**src/rtl/tmds_encoder_8b10b.sv**
```systemverilog
// DVI TMDS channel encoder: 8b data + 2 control bits to DC-balanced 10b symbol, latency 3 clk.
// No backpressure: accepts and emits one symbol every clock, never stalls.
module tmds_encoder_8b10b (
    input  logic       clk,
    input  logic       syn_rst,
    input  logic [7:0] din,
    input  logic       c0,
    input  logic       c1,
    input  logic       de,
    output logic [9:0] q_out
);

    localparam logic [9:0] CTL_00 = 10'h354;
    localparam logic [9:0] CTL_01 = 10'h0AB;
    localparam logic [9:0] CTL_10 = 10'h154;
    localparam logic [9:0] CTL_11 = 10'h2AB;

    // Stage 1: input capture and data popcount
    logic [7:0] din_d, din_q;
    logic       de1_d, de1_q;
    logic [1:0] ctl1_d, ctl1_q;
    logic [3:0] n1d_d, n1d_q;

    always_comb begin
        din_d  = din;
        de1_d  = de;
        ctl1_d = {c1, c0};
        n1d_d  = '0;
        for (int i = 0; i < 8; i++) begin
            n1d_d = n1d_d + {3'b000, din[i]};
        end
    end

    // Stage 2: transition-minimised word q_m
    logic       use_xnor;
    logic [8:0] qm_d, qm_q;
    logic       de2_d, de2_q;
    logic [1:0] ctl2_d, ctl2_q;

    always_comb begin
        use_xnor = (n1d_q > 4'd4) || ((n1d_q == 4'd4) && !din_q[0]);
        qm_d     = '0;
        qm_d[0]  = din_q[0];
        for (int i = 1; i < 8; i++) begin
            qm_d[i] = use_xnor ? ~(qm_d[i-1] ^ din_q[i]) : (qm_d[i-1] ^ din_q[i]);
        end
        qm_d[8] = ~use_xnor;
        de2_d   = de1_q;
        ctl2_d  = ctl1_q;
    end

    // Stage 3: DC balancing against the running disparity cnt
    logic [3:0]        n1_s3;
    logic signed [5:0] diff;
    logic signed [5:0] cnt_d, cnt_q;
    logic [9:0]        q_out_d, q_out_q;

    always_comb begin
        n1_s3 = '0;
        for (int i = 0; i < 8; i++) begin
            n1_s3 = n1_s3 + {3'b000, qm_q[i]};
        end
        // N1 - N0 = 2*N1 - 8
        diff    = $signed({1'b0, n1_s3, 1'b0}) - 6'sd8;
        q_out_d = CTL_00;
        cnt_d   = cnt_q;
        if (!de2_q) begin
            cnt_d = '0;
            case (ctl2_q)
                2'b00:   q_out_d = CTL_00;
                2'b01:   q_out_d = CTL_01;
                2'b10:   q_out_d = CTL_10;
                default: q_out_d = CTL_11;
            endcase
        end else if ((cnt_q == 6'sd0) || (n1_s3 == 4'd4)) begin
            q_out_d = {~qm_q[8], qm_q[8], qm_q[8] ? qm_q[7:0] : ~qm_q[7:0]};
            cnt_d   = qm_q[8] ? (cnt_q + diff) : (cnt_q - diff);
        end else if ((!cnt_q[5] && (n1_s3 > 4'd4)) || (cnt_q[5] && (n1_s3 < 4'd4))) begin
            q_out_d = {1'b1, qm_q[8], ~qm_q[7:0]};
            cnt_d   = cnt_q - diff + (qm_q[8] ? 6'sd2 : 6'sd0);
        end else begin
            q_out_d = {1'b0, qm_q[8], qm_q[7:0]};
            cnt_d   = cnt_q + diff - (qm_q[8] ? 6'sd0 : 6'sd2);
        end
    end

    always_ff @(posedge clk or posedge syn_rst) begin
        if (syn_rst) begin
            din_q   <= '0;
            de1_q   <= 1'b0;
            ctl1_q  <= 2'b00;
            n1d_q   <= '0;
            qm_q    <= '0;
            de2_q   <= 1'b0;
            ctl2_q  <= 2'b00;
            q_out_q <= CTL_00;
            cnt_q   <= '0;
        end else begin
            din_q   <= din_d;
            de1_q   <= de1_d;
            ctl1_q  <= ctl1_d;
            n1d_q   <= n1d_d;
            qm_q    <= qm_d;
            de2_q   <= de2_d;
            ctl2_q  <= ctl2_d;
            q_out_q <= q_out_d;
            cnt_q   <= cnt_d;
        end
    end

    assign q_out = q_out_q;

endmodule

```
**config.mk**
```make
export PLATFORM = sky130hd
export DESIGN_NAME = tmds_encoder_8b10b
export DESIGN_NICKNAME = d
export VERILOG_FILES = /design/src/rtl/tmds_encoder_8b10b.sv
export SDC_FILE = /design/constraint.sdc
export NUM_CORES = 1
export LEC_CHECK = 0
export BUFFER_PORTS_ARGS = -buffer_cell sky130_fd_sc_hd__buf_4
export CAP_MARGIN = 20
export CORE_UTILIZATION = 45
export DETAILED_ROUTE_END_ITERATION = 10
export GPL_ROUTABILITY_DRIVEN = 0
export SYNTH_ARGS = -nofsm -noshare
export SYNTH_HDL_FRONTEND = slang
export SYNTH_SLANG_ARGS = --single-unit
```
**constraint.sdc**
```tcl
create_clock -name clk -period 10.8 [get_ports clk]
set_input_delay 0 -clock clk [delete_from_list [all_inputs] [get_ports clk]]
set_output_delay 0 -clock clk [all_outputs]
set_load 0.02 [all_outputs]
```
; Word level (Yosys, flattened, before mapping)
; Index checks and enable logic that the tools add are counted.
[op_classes]
n_bitwise = 17
reduce_logical = 10
n_mux = 18
order_cmp = 3
n_addsub = 19
n_eq_ne = 4
[ops]
columns = operator, count
row1 = 4-bit by 1-bit adder with 4-bit output, 8
row2 = 10-bit two-way mux, 3
row3 = 10-bit case mux with 3 select lines, 1
row4 = 6-bit two-way mux, 4
row5 = 1-bit inverter, 9
row6 = 3-bit by 1-bit adder with 4-bit output, 2
row7 = "4-bit by 3-bit == test with 1-bit output, second input constant", 2
row8 = "4-bit by 3-bit > comparator with 1-bit output, second input constant", 2
row9 = 8-bit two-way mux, 1
row10 = 8-bit inverter, 1
row11 = 1-bit two-way mux, 7
row12 = 1-bit XOR, 7
row13 = 2-bit by 1-bit adder with 3-bit output, 2
row14 = 6-bit by 3-bit adder with 6-bit output, 1
row15 = 6-bit adder, 1
row16 = 6-bit zero test, 1
row17 = "5-bit by 4-bit subtractor with 6-bit output, second input constant", 1
row18 = 6-bit by 3-bit subtractor with 6-bit output, 1
row19 = 6-bit subtractor, 1
row20 = 1-bit by 1-bit adder with 2-bit output, 2
row21 = "4-bit by 3-bit less-than comparator with 1-bit output, second input constant", 1
row22 = 2-bit two-way mux, 2
row23 = 1-bit logical AND, 3
row24 = 1-bit logical OR, 3
row25 = other kinds (4), 5
[word_totals]
ff_bits = 43
in_bits = 13

; Logic depth before layout (Yosys ltp)
; Gate-level depths: netlist of the first run.
[logic_depth]
ltp_word = 22
ltp_mapped = 16
depth_no_buf = 16

; Worst setup path before layout of the first run
; OpenSTA, ideal clock, no wires.
[synth_path]
kind = register -> register
startpoint = register qm_q[0]
endpoint = register cnt_q[5]
path_stages_with_launch = 15
t_arrival_ns = 4.153
synth_period_minus_slack_ns = 4.257
path_slack_ns = 6.543
setup_time_ns = 0.104
path_cell_list = dfrtp_1 -> inv_1 -> fa_1 -> fa_1 -> fa_1 -> inv_1 -> ha_1 -> fa_1 -> inv_1 -> fa_1 -> ha_1 -> nand3_1 -> mux2_2 -> xnor2_1 -> a221oi_1
[synth_between]
elab_chain_cells = 13
elab_cells_between_ends = 23
cone_classes = add/sub: 12 / order compare: 2 / eq/ne: 1 / mux: 4 / reduce/logical: 4
[synth_rtl]
columns = element, line_no
row1 = from (decl), 36  ; logic [8:0] qm_d, qm_q;
row2 = from (signal assigned), 103  ; qm_q <= qm_d;
row3 = 1-bit by 1-bit adder with 2-bit output (*), 61  ; n1_s3 = n1_s3 + {3'b000, qm_q[i]};
row4 = 2-bit by 1-bit adder with 3-bit output (*), 61
row5 = 3-bit by 1-bit adder with 4-bit output (*), 61
row6 = 4-bit by 1-bit adder with 4-bit output (*) (4 in series), 61
row7 = "5-bit by 4-bit subtractor with 6-bit output, or another cell as far along", 64  ; diff = $signed({1'b0, n1_s3, 1'b0}) - 6'sd8;
row8 = "6-bit adder, or another cell as far along", "77, 83"
row9 = "6-bit by 3-bit subtractor with 6-bit output, or another cell as far along", 83  ; cnt_d = cnt_q + diff - (qm_q[8] ? 6'sd0 : 6'sd2);
row10 = 6-bit two-way mux, 78  ; end else if ((!cnt_q[5] && (n1_s3 > 4'd4)) || (cnt_q[5] && (n1_s3 < 4'd4))) begin
row11 = 6-bit two-way mux (*), 75  ; end else if ((cnt_q == 6'sd0) || (n1_s3 == 4'd4)) begin
row12 = 6-bit two-way mux (*), 67  ; if (!de2_q) begin
row13 = via cnt_d[5], 55  ; logic signed [5:0] cnt_d, cnt_q;
row14 = to (signal assigned), 107  ; cnt_q <= cnt_d;
row15 = to (decl), 55
; The timed path passes the listed nets; every way through them passes the cells marked *.

; Worst setup path in the final report of the first run
[layout_path]
startpoint = register qm_q[0]
endpoint = register q_out_q[7] (netlist: q_out[7])
[layout_between]
elab_chain_cells = 13
elab_cells_between_ends = 17
cone_classes = add/sub: 7 / order compare: 2 / eq/ne: 1 / mux: 3 / reduce/logical: 4
[layout_rtl]
columns = element, line_no
row1 = 1-bit by 1-bit adder with 2-bit output (*), 61
row2 = 2-bit by 1-bit adder with 3-bit output (*), 61
row3 = 3-bit by 1-bit adder with 4-bit output (*), 61
row4 = 4-bit by 1-bit adder with 4-bit output (*) (4 in series), 61
row5 = 4-bit by 3-bit > comparator with 1-bit output or 4-bit by 3-bit less-than comparator with 1-bit output (tied branches), 78
row6 = 1-bit logical AND, 78
row7 = 1-bit logical OR, 78
row8 = 10-bit two-way mux, 78
row9 = 10-bit two-way mux (*), 75
row10 = 10-bit two-way mux (*), 67
row11 = via q_out_d[7], 56  ; logic [9:0] q_out_d, q_out_q;
row12 = to (signal assigned), 106  ; q_out_q <= q_out_d;
row13 = to (decl), 56
; Marks and branches as above.

==> impl_metrics.json, run 1 <==
{
  "drtIter0Drc": 80,
  "diodes": 0,
  "num_rows": 27,
  "n_fill_cell": 510,
  "viasPerCell": 4.88,
  "pin_count": 23,
  "synthAdderAreaFrac": 0.196,
  "drc": 0,
  "use_met3": 0.0318,
  "crit_fanout": 13,
  "crit_buf_inv": 2,
  "die_h_um": 77.3,
  "synth_xor_area_frac": 0.130,
  "setup_viol_count_final": 0,
  "cap_violations": 0,
  "timing.setup.tns_ns": 0,
  "worst-setup-path-type": "flop to flop",
  "synth_simple_gate_area_frac": 0.0661,
  "crit_path_end_kind": "flop",
  "cts_tree": "yes",
  "synth_mux_area_frac": 0.0211,
  "synthArstFlopShare": 1.00,
  "overflow": 0,
  "routed_wl_um": 4540,
  "synth-compound-area-share": 0.108,
  "numCtsBuffers": 5,
  "cp-start-kind": "flop",
  "die_x_um": 77.3,
  "final.setup_skew_ns": 0.00924,
  "tightestPinTransition_ns": 0.705,
  "yosysSeqAreaShare": 0.414,
  "hold_viol_final": 0,
  "grt_pass1_wl_um": 7910,
  "firstDrtPassIters": 4,
  "path_clk_slew_ns": 0.08,
  "grt_setup_unrepaired": "false",
  "grt_util_met1": 0.233,
  "slowest_delay_ns": 0.55,
  "layout-drive-gt1-share": 0.160,
  "grt_util_all_layers": 0.173,
  "core_area_sq_um": 5470,
  "hold_path_depth": 0,
  "rr_worst_depth": 14,
  "htree_levels": 2,
  "start_util": 0.467,
  "worst_ep_required_time_ns": 10.95,
  "synth_top_family_by_area": "adder cells",
  "synth_area_sq_um": 2550,
  "fin_crit_sh": 0.424,
  "drv_slew": 0,
  "hp-class": "flop to flop",
  "status": "complete, no violations",
  "busiest_layer": "met2",
  "crit_path_frequent_cell": "fa_1",
  "reg2reg_slack_ns": 6.22,
  "slew-limit-headroom": 0.526,
  "syn_inst": 229,
  "synthTopCellsByArea": "dfrtp_1, ha_1, xnor2_1, fa_1, inv_1",
  "syn_avg_cell_area_sq_um": 11.2,
  "yosys.area.top_type_share": 0.363,
  "synth_edf_count": 0,
  "synth_ff_type": "dfrtp_1",
  "dpl.hpwl_um": 3390,
  "syn2layout_area_growth_pct": 17.9,
  "crit_family": "adder cells",
  "path_cells": "inv_1 -> fa_1 -> fa_1 -> fa_1 -> inv_1 -> ha_1 -> fa_1 -> xor2_1 -> ha_1 -> or3b_2 -> o21ai_4 -> mux2i_4 -> xnor2_1 -> a21oi_1",
  "cp.depth": 14,
  "grt_util_met2": 0.280,
  "antenna_found_initial": 0,
  "drtAntennaViolNets": 0,
  "post_cts_buffers": 0,
  "synth_area_leader_cell": "dfrtp_1",
  "dr_total_vias": 1658,
  "slowest_stage": "fa_1",
  "cts.sinks": 42,
  "synthDistinctLibCells": 41,
  "io_buffers": 22,
  "grt_max_degree": 43,
  "clock_latency_ns": 0.29,
  "die_area_sq_um": 5980,
  "cts.path.max_buffers": 2,
  "fin_crit_ns": 4.58,
  "root_buffer": "clkbuf_8",
  "crit_arrival_ns": 4.73,
  "grt_pass1_vias": 1664,
  "synth.net_count": 276,
  "clock.fmax_mhz": 219,
  "yosysWarnings": 0,
  "nNetsFinal": 314,
  "ys_ff_latch": 42,
  "wl_per_cell_um": 13.4
}
-- kinds of logic after synthesis --
logic type,after synthesis
AO/OA/AOI/OAI,40
XOR/XNOR,34
adder cells (fa/ha/maj),34
buffers and inverters,42
flip-flops,42
multiplexers,4
AND/OR/NAND/NOR,33
-- sequential cells by signal (all words and copies together) (netlist names) --
signal and count:
q_out 10, qm_q 9, din_q 8, cnt_q 5, n1d_q 4, ctl1_q 2, ctl2_q 2, de1_q 1
de2_q 1
-- cell usage in the layout (no fill, tap or decap), drive strengths merged, types with 4 or more instances in the layout --
| cell | instances |
|---|---|
| inv | 38 |
| dfrtp | 37 |
| ha | 24 |
| xnor2 | 24 |
| buf | 23 |
| a21oi | 19 |
| dlygate4sd3 | 12 |
| nor2 | 10 |
| fa | 10 |
| xor2 | 8 |
| nand2 | 7 |
| clkbuf | 6 |
| dfstp | 5 |
| o211ai | 4 |
-- cell type report --
class / instances / area [sq um] / share of cell area
Clock inverter: 2 / 12.5 / 0.00416
Inverter: 38 / 143 / 0.0474
Timing Repair Buffer: 35 / 293 / 0.0973
Sequential cell: 42 / 1060 / 0.351
Clock buffer: 6 / 82.6 / 0.0274
Multi-Input combinational cell: 145 / 1330 / 0.443
Tap cell: 72 / 90.1 / 0.0299
-- per-stage QoR --
step                std cells  setup slack, ns  instance area [sq um]  hold WS, ns   util
floorplan                 229             6.54                   2550       0.0314      -
global placement          320             6.26                   2800        0.110  0.511
detailed placement        320             6.20                   2800        0.111  0.511
CTS                       340             6.20                   3010        0.347  0.550
global route              340             5.95                   3010        0.338  0.550
finish                    340             6.22                   3010        0.344  0.550
-- worst paths after layout --
check,from,to
max in group asynchronous,syn_rst,q_out[6]
worst min register to register,de1_q,de2_q
worst max-delay path,qm_q[0],q_out[7]
min in group asynchronous,syn_rst,n1d_q[1]
worst max register to register,qm_q[0],q_out[7]
worst min-delay path,de1_q,de2_q
-- layer usage --
layer / part of all wire / vias up / wire (um)
li1: - / 819 / -
met1: 0.47 / 801 / 2120
met3: 0.028 / 8 / 125
met2: 0.49 / 30 / 2210
met5: 0 / - / 0
met4: 0.020 / 0 / 91
-- synthesized netlist by cell type, types with 3 or more instances --
library cell,count
xnor2_1,23
xor2_1,8
nand3_1,3
dfstp_2,5
o211ai_1,4
a211oi_1,3
ha_1,24
dfrtp_1,37
a21oi_1,18
inv_1,38
fa_1,10
nand2_1,7
nor3_1,3
nor2_1,10
-- repair_timing --
action                    in CTS  in global routing
gates resized for setup        0                  0
hold buffers                  12                  0
hold endpoints to repair      49                  0
Power of run 1 is left out: the tool's default activity adds up to more than one toggle a clock period on the data nets, which glitch-free logic cannot reach.
==> run 2: changes to the inputs <==
==> constraint.sdc (replaced) <==
create_clock -name clk -period 4.67 [get_ports clk]
set_input_delay 0 -clock clk [delete_from_list [all_inputs] [get_ports clk]]
set_output_delay 0 -clock clk [all_outputs]
set_load 0.02 [all_outputs]
==> run 2 against run 1 <==
  * Count of clock-buffer cells in the layout decreased by 1
  * Worst setup slack lost 6.0 ns
  * Flip-flop and latch count unchanged
  * First-iteration DRC count up 13%
  * Wire length rose by 3.8%
  * Largest cell class unchanged
==> impl_metrics.json, run 2 (synthesis results as in run 1) <==
{
  "grt_max_degree": 43,
  "largest_register_ffs": 10,
  "grt_setup_unrepaired": "false",
  "reg2reg_from": "qm_q[0]",
  "crit_path_end_kind": "flop",
  "firstDrtPassIters": 4,
  "layout-drive-gt1-share": 0.209,
  "antenna_found_initial": 0,
  "status": "complete, no violations",
  "final.setup.worst_slack_ns": 0.248,
  "io_buffers": 22,
  "num_rows": 27,
  "worst-setup-path-type": "flop to flop",
  "reg2reg_slack_ns": 0.25,
  "cp-start-kind": "flop",
  "cap_violations": 0,
  "dpl.hpwl_um": 3550,
  "fin_crit_sh": 0.947,
  "clock_latency_ns": 0.29,
  "hold_path_startpoint": "de1_q",
  "core_area_sq_um": 5470,
  "numCtsBuffers": 5,
  "crit_fanout": 4,
  "start_util": 0.467,
  "fin_crit_ns": 4.42,
  "tightestPinTransition_ns": 0.667,
  "grt_pass1_vias": 1681,
  "final_cell_mix": "inv_1, dfrtp_1, buf_4, xnor2_1, ha_1",
  "top_layer_used": "met4",
  "hold_viol_final": 0,
  "wl_per_cell_um": 13.7,
  "die_x_um": 77.3,
  "crit_start": "qm_q[0]",
  "pin_count": 23,
  "rr_worst_depth": 14,
  "nNetsFinal": 319,
  "dr_wl_met3_um": 162,
  "crit_arrival_ns": 4.62,
  "diodes": 0,
  "postLayoutCellArea_sq_um": 3130,
  "drv_slew": 0,
  "worstReg2RegEnd": "cnt_q[5]",
  "drtIter0Drc": 90,
  "cts.sinks": 42,
  "timing.setup.tns_ns": 0,
  "syn2layout_area_growth_pct": 22.5,
  "grt_util_all_layers": 0.174,
  "overflow": 0,
  "routed_wl_um": 4710,
  "htree_levels": 2,
  "clock.fmax_mhz": 226,
  "fin_hold_ws_ns": 0.346,
  "final.setup_skew_ns": 0.00521,
  "hp-class": "flop to flop",
  "pre_cts_ws_ns": 0.219,
  "root_buffer": "clkbuf_8",
  "die_h_um": 77.3,
  "wl_met1_um": 2210,
  "slew-limit-headroom": 0.552,
  "routed-wl-met2_um": 2310,
  "dpl-instance-area_sq_um": 2830,
  "die_area_sq_um": 5980,
  "cts.path.max_buffers": 2,
  "min_to": "de2_q",
  "cts_tree": "yes",
  "drtAntennaViolNets": 0,
  "grt_pass1_wl_um": 8030,
  "setup_viol_count_final": 0,
  "viasPerCell": 4.86,
  "path_clk_slew_ns": 0.09,
  "worst_ep_required_time_ns": 4.87,
  "dr_total_vias": 1676,
  "drc": 0,
  "hold_path_depth": 0
}
-- run 2: repair_timing --
| item | CTS | global route |
|---|---|---|
| hold buffers | 12 | 0 |
| resized for setup | 0 | 11 |
| buffers inserted | 0 | 1 |
| endpoints found under the setup margin | 0 | 5 |
| hold endpoints to repair | 49 | 0 |
-- run 2: how the worst max path moves through the flow --
stage	cells past startpoint	end	slack, ns
after floorplan	14	cnt_q[5]	0.41
after global placement	14	q_out[1]	0.27
after detailed placement	14	q_out[1]	0.22
after CTS	14	cnt_q[5]	0.20
after global routing	14	cnt_q[5]	0.01
final	14	cnt_q[5]	0.25
-- run 2: per-layer routing --
layer | vias up | track usage
met5 | - | 0
met4 | 0 | 0.0547
met1 | 818 | 0.242
met3 | 2 | 0.0294
li1 | 826 | -
met2 | 30 | 0.277
-- run 2: layout make-up --
cell class / count / area, sq um
Tap cell: 72 / 90.1
Multi-Input combinational cell: 145 / 1380
Sequential cell: 42 / 1060
Clock buffer: 5 / 68.8
Timing Repair Buffer: 40 / 343
Fill cell: 482 / 2340
Inverter: 38 / 143
Clock inverter: 3 / 48.8
-- run 2: per-stage QoR --
stage                      util  cells
final                     0.572    345
after global routing      0.572    345
after CTS                 0.560    344
after detailed placement  0.516    324
after global placement    0.516    324
after floorplan               -    229
-- run 2: critical path: stages, from the launching register on --
cell and delay [ns]:
dfrtp_1 0.38, inv_1 0.07, fa_1 0.55, fa_1 0.42
fa_1 0.49, inv_1 0.04, ha_1 0.20, fa_2 0.58
inv_1 0.09, fa_2 0.55, ha_2 0.21, nand3_1 0.08
mux2_2 0.28, xnor2_1 0.12, a221oi_1 0.28
Power of run 2 is left out for the same reason.
